File: config.mk
export PLATFORM = sky130hd
export DESIGN_NAME = blit_engine
export DESIGN_NICKNAME = d
export VERILOG_FILES = /design/src/rtl/blit_engine.sv
export SDC_FILE = /design/constraint.sdc
export NUM_CORES = 1
export LEC_CHECK = 0
export ABC_AREA = 0
export CORE_UTILIZATION = 55
export CTS_CLUSTER_SIZE = 14
export DETAILED_ROUTE_END_ITERATION = 10
export DONT_BUFFER_PORTS = 1
export PLACE_DENSITY = 0.7
export SLEW_MARGIN = 0
export SYNTH_ARGS = -nofsm -noshare
export SYNTH_HDL_FRONTEND = slang
export SYNTH_SLANG_ARGS = --single-unit
File: constraint.sdc
create_clock -name clk -period 6.4 [get_ports clk]
set_input_delay 0.96 -clock clk [delete_from_list [all_inputs] [get_ports clk]]
set_output_delay 0.96 -clock clk [all_outputs]
set_load 0.03 [all_outputs]
File: src/rtl/blit_engine.sv
// blit_engine: rectangle copy from a source memory into the framebuffer,
// with optional colour-key transparency and clipping to framebuffer bounds.
//
// Ports:
//   clk, reset          clock and synchronous active-high reset
//   cmd_valid/ready     command handshake; ready only while idle
//   cmd_src_base        source address of the top-left pixel
//   cmd_src_stride      source words per row
//   cmd_dst_x/y         destination top-left position (unsigned)
//   cmd_width/height    rectangle size in pixels (0 = empty command)
//   cmd_key_en/color    colour-key enable and transparent colour
//   src_address         registered source read address
//   src_r_data          source data, valid combinationally
//   fb_address/w_data   registered framebuffer address and write data
//   fb_w_write          registered framebuffer write strobe
//   busy                command in progress
//   done                one-cycle pulse after the last write
module blit_engine #(
    parameter int WIDTH     = 16,
    parameter int FB_WIDTH  = 400,
    parameter int FB_HEIGHT = 240,
    parameter int SRC_DEPTH = 4096,
    parameter int FB_DEPTH  = FB_WIDTH * FB_HEIGHT
) (
    input  logic                         clk,
    input  logic                         reset,
    input  logic                         cmd_valid,
    output logic                         cmd_ready,
    input  logic [$clog2(SRC_DEPTH)-1:0] cmd_src_base,
    input  logic [$clog2(SRC_DEPTH)-1:0] cmd_src_stride,
    input  logic [15:0]                  cmd_dst_x,
    input  logic [15:0]                  cmd_dst_y,
    input  logic [15:0]                  cmd_width,
    input  logic [15:0]                  cmd_height,
    input  logic                         cmd_key_en,
    input  logic [WIDTH-1:0]             cmd_key_color,
    output logic [$clog2(SRC_DEPTH)-1:0] src_address,
    input  logic [WIDTH-1:0]             src_r_data,
    output logic [$clog2(FB_DEPTH)-1:0]  fb_address,
    output logic [WIDTH-1:0]             fb_w_data,
    output logic                         fb_w_write,
    output logic                         busy,
    output logic                         done
);

    localparam int SAW = $clog2(SRC_DEPTH);
    localparam int FAW = $clog2(FB_DEPTH);
    localparam logic [16:0] X_LIM = 17'(FB_WIDTH);
    localparam logic [16:0] Y_LIM = 17'(FB_HEIGHT);

    typedef enum logic [1:0] {
        IDLE,
        RUN,
        DRAIN,
        FINISH
    } state_t;

    state_t state_q, state_d;

    logic [15:0]      dst_x_q, dst_y_q;
    logic [15:0]      w_q, h_q;
    logic [SAW-1:0]   stride_q;
    logic             key_en_q;
    logic [WIDTH-1:0] key_q;
    logic [15:0]      row_q, col_q;
    logic [SAW-1:0]   src_row_q;
    logic [FAW-1:0]   fb_row_q, fb_ptr_q;
    // First RUN cycle only sets up the destination pointers; the one
    // multiply needed per command happens there, off the command path.
    logic             prime_q;

    logic [16:0]    x_pos, y_pos;
    logic           col_last, row_last, pix_last;
    logic           in_bounds, keyed, empty_cmd;
    logic [SAW-1:0] src_row_nxt;
    logic [FAW-1:0] fb_row_nxt, fb_start;

    always_comb begin
        x_pos       = {1'b0, dst_x_q} + {1'b0, col_q};
        y_pos       = {1'b0, dst_y_q} + {1'b0, row_q};
        col_last    = (col_q == w_q - 16'd1);
        row_last    = (row_q == h_q - 16'd1);
        pix_last    = col_last && row_last;
        in_bounds   = (x_pos < X_LIM) && (y_pos < Y_LIM);
        keyed       = key_en_q && (src_r_data == key_q);
        empty_cmd   = (cmd_width == 16'd0) || (cmd_height == 16'd0);
        src_row_nxt = src_row_q + stride_q;
        fb_row_nxt  = fb_row_q + FAW'(FB_WIDTH);
        fb_start    = FAW'(32'(dst_y_q) * 32'(FB_WIDTH) + 32'(dst_x_q));
    end

    always_ff @(posedge clk) begin
        if (reset) state_q <= IDLE;
        else       state_q <= state_d;
    end

    always_comb begin
        state_d = state_q;
        unique case (state_q)
            IDLE:   if (cmd_valid) state_d = empty_cmd ? FINISH : RUN;
            RUN:    if (!prime_q && pix_last) state_d = DRAIN;
            DRAIN:  state_d = FINISH;
            FINISH: state_d = IDLE;
        endcase
    end

    always_comb begin
        cmd_ready = 1'b0;
        busy      = 1'b1;
        done      = 1'b0;
        unique case (state_q)
            IDLE: begin
                cmd_ready = 1'b1;
                busy      = 1'b0;
            end
            FINISH:  done = 1'b1;
            default: ;
        endcase
    end

    always_ff @(posedge clk) begin
        if (reset) begin
            dst_x_q     <= '0;
            dst_y_q     <= '0;
            w_q         <= '0;
            h_q         <= '0;
            stride_q    <= '0;
            key_en_q    <= 1'b0;
            key_q       <= '0;
            row_q       <= '0;
            col_q       <= '0;
            src_row_q   <= '0;
            fb_row_q    <= '0;
            fb_ptr_q    <= '0;
            prime_q     <= 1'b0;
            src_address <= '0;
            fb_address  <= '0;
            fb_w_data   <= '0;
            fb_w_write  <= 1'b0;
        end else begin
            fb_w_write <= 1'b0;
            unique case (state_q)
                IDLE: begin
                    if (cmd_valid) begin
                        dst_x_q     <= cmd_dst_x;
                        dst_y_q     <= cmd_dst_y;
                        w_q         <= cmd_width;
                        h_q         <= cmd_height;
                        stride_q    <= cmd_src_stride;
                        key_en_q    <= cmd_key_en;
                        key_q       <= cmd_key_color;
                        row_q       <= '0;
                        col_q       <= '0;
                        src_row_q   <= cmd_src_base;
                        src_address <= cmd_src_base;
                        prime_q     <= 1'b1;
                    end
                end
                RUN: begin
                    if (prime_q) begin
                        prime_q  <= 1'b0;
                        fb_row_q <= fb_start;
                        fb_ptr_q <= fb_start;
                    end else begin
                        fb_address <= fb_ptr_q;
                        fb_w_data  <= src_r_data;
                        fb_w_write <= in_bounds && !keyed;
                        if (col_last) begin
                            col_q       <= '0;
                            row_q       <= row_q + 16'd1;
                            src_row_q   <= src_row_nxt;
                            src_address <= src_row_nxt;
                            fb_row_q    <= fb_row_nxt;
                            fb_ptr_q    <= fb_row_nxt;
                        end else begin
                            col_q       <= col_q + 16'd1;
                            src_address <= src_address + SAW'(1);
                            fb_ptr_q    <= fb_ptr_q + FAW'(1);
                        end
                    end
                end
                default: ;
            endcase
        end
    end

endmodule

==> impl_metrics.yaml <==
detailed_routing:
  drt_first_iter_violations: 944
  drt_drc_violations_left: 0
  routed_via_density: 6.17
  routed_wire_length_per_instance_um: 18.3
  final_antenna_net_count: 0
  vias: 12956
  firstDrtPassIters: 5
  overall_routed_net_length_mm: 38.4
worst_setup_path:
  worst_path_max_delay_cell: "o31a_1"
  critical_path_type: "reg -> reg"
  critPathTopFamily: "compound AO/OA/AOI/OAI gates"
  critical_path.max_stage_delay_ps: 970
  worstPathCellList: "or4_1, or2_2, a2bb2oi_1, a311o_1, a41oi_1, o31a_1, nor2_1, o21ba_2"
  worst_path_bufs_invs: 0
  required_ps: 6820
  worst_setup_path_end_kind: "flip-flop"
  crit_fanout: 33
  worstSetupStartpointType: "flip-flop"
  timing.critical_path.arrival_ps: 4810
cells_and_area:
  share_of_final_layout_standard_cells_stronger_than_drive_strength_1_pct: 4.96
  multi_input_area_sq_um: 8900
  sequential_cell_area_sq_um: 4400
  fin_cells: 2099
  n_fill_cell: 2256
  flow.area_growth_from_synthesis_pct: 7.07
  design.final.nets: 1980
  n_antenna_cell: 0
power:
  max_vdd_drop_mv: 0.259
  pwr_density_cell_nw_per_um2: 385
  pnr_total_power_mw: 5.76
  cellInternalPower_mw: 3.34
  p_comb_share_pct: 39.0
  leakagePower_nw: 5.92
  sw_frac_of_total_pct: 42.0
  pwr-share-clk_pct: 25.6
  power.switching_mw: 2.42
  power.sequential.fraction_pct: 35.5
synth:
  synthCells: 1815
  synth_area_sq_um: 14000
  yosysSeqAreaShare_pct: 31.6
  netlist_top_cells_count: "nand2_1 (337), dfxtp_1 (220), a21oi_1 (194)"
  netlist.top_cell.by_area: "dfxtp_1"
  ys.flop_type: "dfxtp_1"
  yosysWarnings: 0
  yosys.cell_count.top_type: "nand2_1"
  yosys_register_bits: 220
  synthDistinctLibCells: 76
  ys_async_sr_fraction_pct: 0
  post_synth_edffs: 0
  syn_area_per_cell_sq_um: 7.69
  synth.top_cell.area_share_pct: 31.6
  net_count_of_the_mapped_netlist: 2039
  synth.area.top_cells: "dfxtp_1 (32%), nand2_1 (9.1%), ha_1 (8.2%), a21oi_1 (7.0%), xnor2_1 (4.5%)"
placement:
  hpwl_mm: 27.5
  place_inst: 2053
  numPortBuffers: 0
  final_weighted_congestion_in_routability_driven_placement: 0.925
clock_network:
  h-tree-depth: 1
  clock_tree.buffer_depth: 3
  ctsRootBufferMaster: "clkbuf_16"
  cts_resized: 0
  numClockSinks: 220
  latest_clock_arrival_within_the_worst_skew_pair_ps: 530
  cts.repair_timing.setup_buffer_count: 0
  clk_transition_reported_paths_ps: 60
  tritoncts: "built"
  cts.hold.buffers_added: 0
  tritoncts.num_buffers: 25
sta:
  final-setup-viol-count: 0
  timing_worst_slew_pin_value_ps: 1070
  final.setup.tns_ps: 0
  slew-limit-headroom_pct: 28.4
  min_period_over_period_pct: 68.7
  finalHoldWorstSlack_ps: 455
  final-max-slew-violation-count: 0
  finClkSkew_ps: 18.4
  timing.final.hold_violations: 0
  fmax_mhz: 228
  rsz0062_at_grt: "false"
  min_period_ps: 4390
global_routing:
  grt-ovfl-total: 0
  largest_net_degree_at_the_start_of_global_routing: 172
  track_usage_pct: 29.1
  grt_pass1_vias: 12188
  grt_pass1_wl_mm: 61.9
  initial_antenna_violation_count: 0
floorplan:
  die_width_um: 161
  die_h_um: 161
  core_area_sq_um: 24600
  ioPinCount: 173
  placementRows: 57
  initial_core_util_pct: 56.7
  floorplan.die_area_sq_um: 26000
flow_run:
  timing.max_cap.violations: 0
min_path:
  hold_class: "reg -> reg"
outcome:
  outcome: "completed"
path summary, 6_finish.rpt:
path	start	end	slack [ps]	cells after the start
setup reg to reg	w_q[7]	src_row_q[1]	2010	8
hold / removal	fb_row_q[3]	fb_row_q[3]	450	2
hold reg to reg	fb_row_q[3]	fb_row_q[3]	450	2
setup / recovery	w_q[7]	src_row_q[1]	2010	8
per-stage QoR:
stage	setup WS, ps	cell area [sq um]	util, %
after floorplan	2670	14000	-
after global routing	1650	14900	60.7
after detailed placement	2090	14100	57.3
final	2010	14900	60.7
after global placement	2210	14100	57.3
after CTS	2050	14900	60.7
worst min-delay path: stages (launching register included):
cell and delay [ps]:
dfxtp_1 310, nand2_1 50, a21oi_1 50
cell usage in the layout (no fill, tap or decap), types with 6 or more instances in the layout:
master     Yosys  final
fa_1           9      9
o31ai_1       18     18
nand2b_1      11     11
nand2_1      337    336
ha_1          91     90
xor2_1        36     36
nor2_1       100     99
a21o_1        12     12
or2_2         11     11
buf_4          1     13
a21oi_1      194    194
a31oi_1       35     35
nor4_1        24     24
nand3_1       48     48
dfxtp_1      220    220
o41ai_1        8      8
o21ai_0       57     56
nand4_1       18     18
a311oi_1       8      8
o211ai_1      19     19
o211a_1        6      6
clkbuf_16      0     25
nor2b_1       15     15
mux2i_1       14     14
o21a_1        13     13
inv_1         77     77
and3_1        36     36
or4_1         29     29
a211oi_1      19     18
clkbuf_8       0      6
xnor2_1       72     72
nor3_1        45     45
a211o_1        6      6
or3_1         16     16
and2_1        12     11
sequential cells by signal, indices dropped and copies added (netlist names), 2 cells and up:
register / flops
w_q: 16
dst_x_q: 16
src_address: 12
state_q: 2
dst_y_q: 16
key_q: 16
src_row_q: 12
stride_q: 12
fb_w_data: 16
fb_row_q: 17
row_q: 16
h_q: 16
fb_ptr_q: 17
fb_address: 17
col_q: 16
power by group through the flow:
stage	sequential, mW	clock, mW	combinational, mW
final	2.04	1.47	2.24
after global routing	2.08	1.55	2.51
after global placement	2.05	0	2.18
after detailed placement	2.06	0	2.22
after floorplan	1.95	0	1.79
after CTS	2.04	1.49	2.23
area by class of cell:
cell class	instances	area share (%)
multi-input combinational	1418	59.6
sequential	220	29.5
clock buffer	36	4.87
tap	324	2.71
inverter	78	1.96
clock inverter	10	0.771
timing repair buffer	13	0.653
kinds of logic (layout without fill, tap and decap cells):
logic type | after synthesis | after routing | share of synthesized area [%]
simple gates | 726 | 726 | 24.6
xor+xnor | 108 | 108 | 6.78
mux | 17 | 17 | 1.25
compound gates | 467 | 467 | 21.4
buf+inv | 177 | 137 | 4.91
fa+ha+maj | 100 | 100 | 9.45
flops | 220 | 220 | 31.6
layer usage:
layer / wire length (um) / vias up / global-route usage [%]
li1: - / 6359 / -
met1: 17700 / 6086 / 40.4
met2: 16700 / 440 / 45.5
met3: 2800 / 71 / 5.44
met4: 1230 / 0 / 9.48
met5: 0 / - / 0
Power figures use the tool's default switching activity.
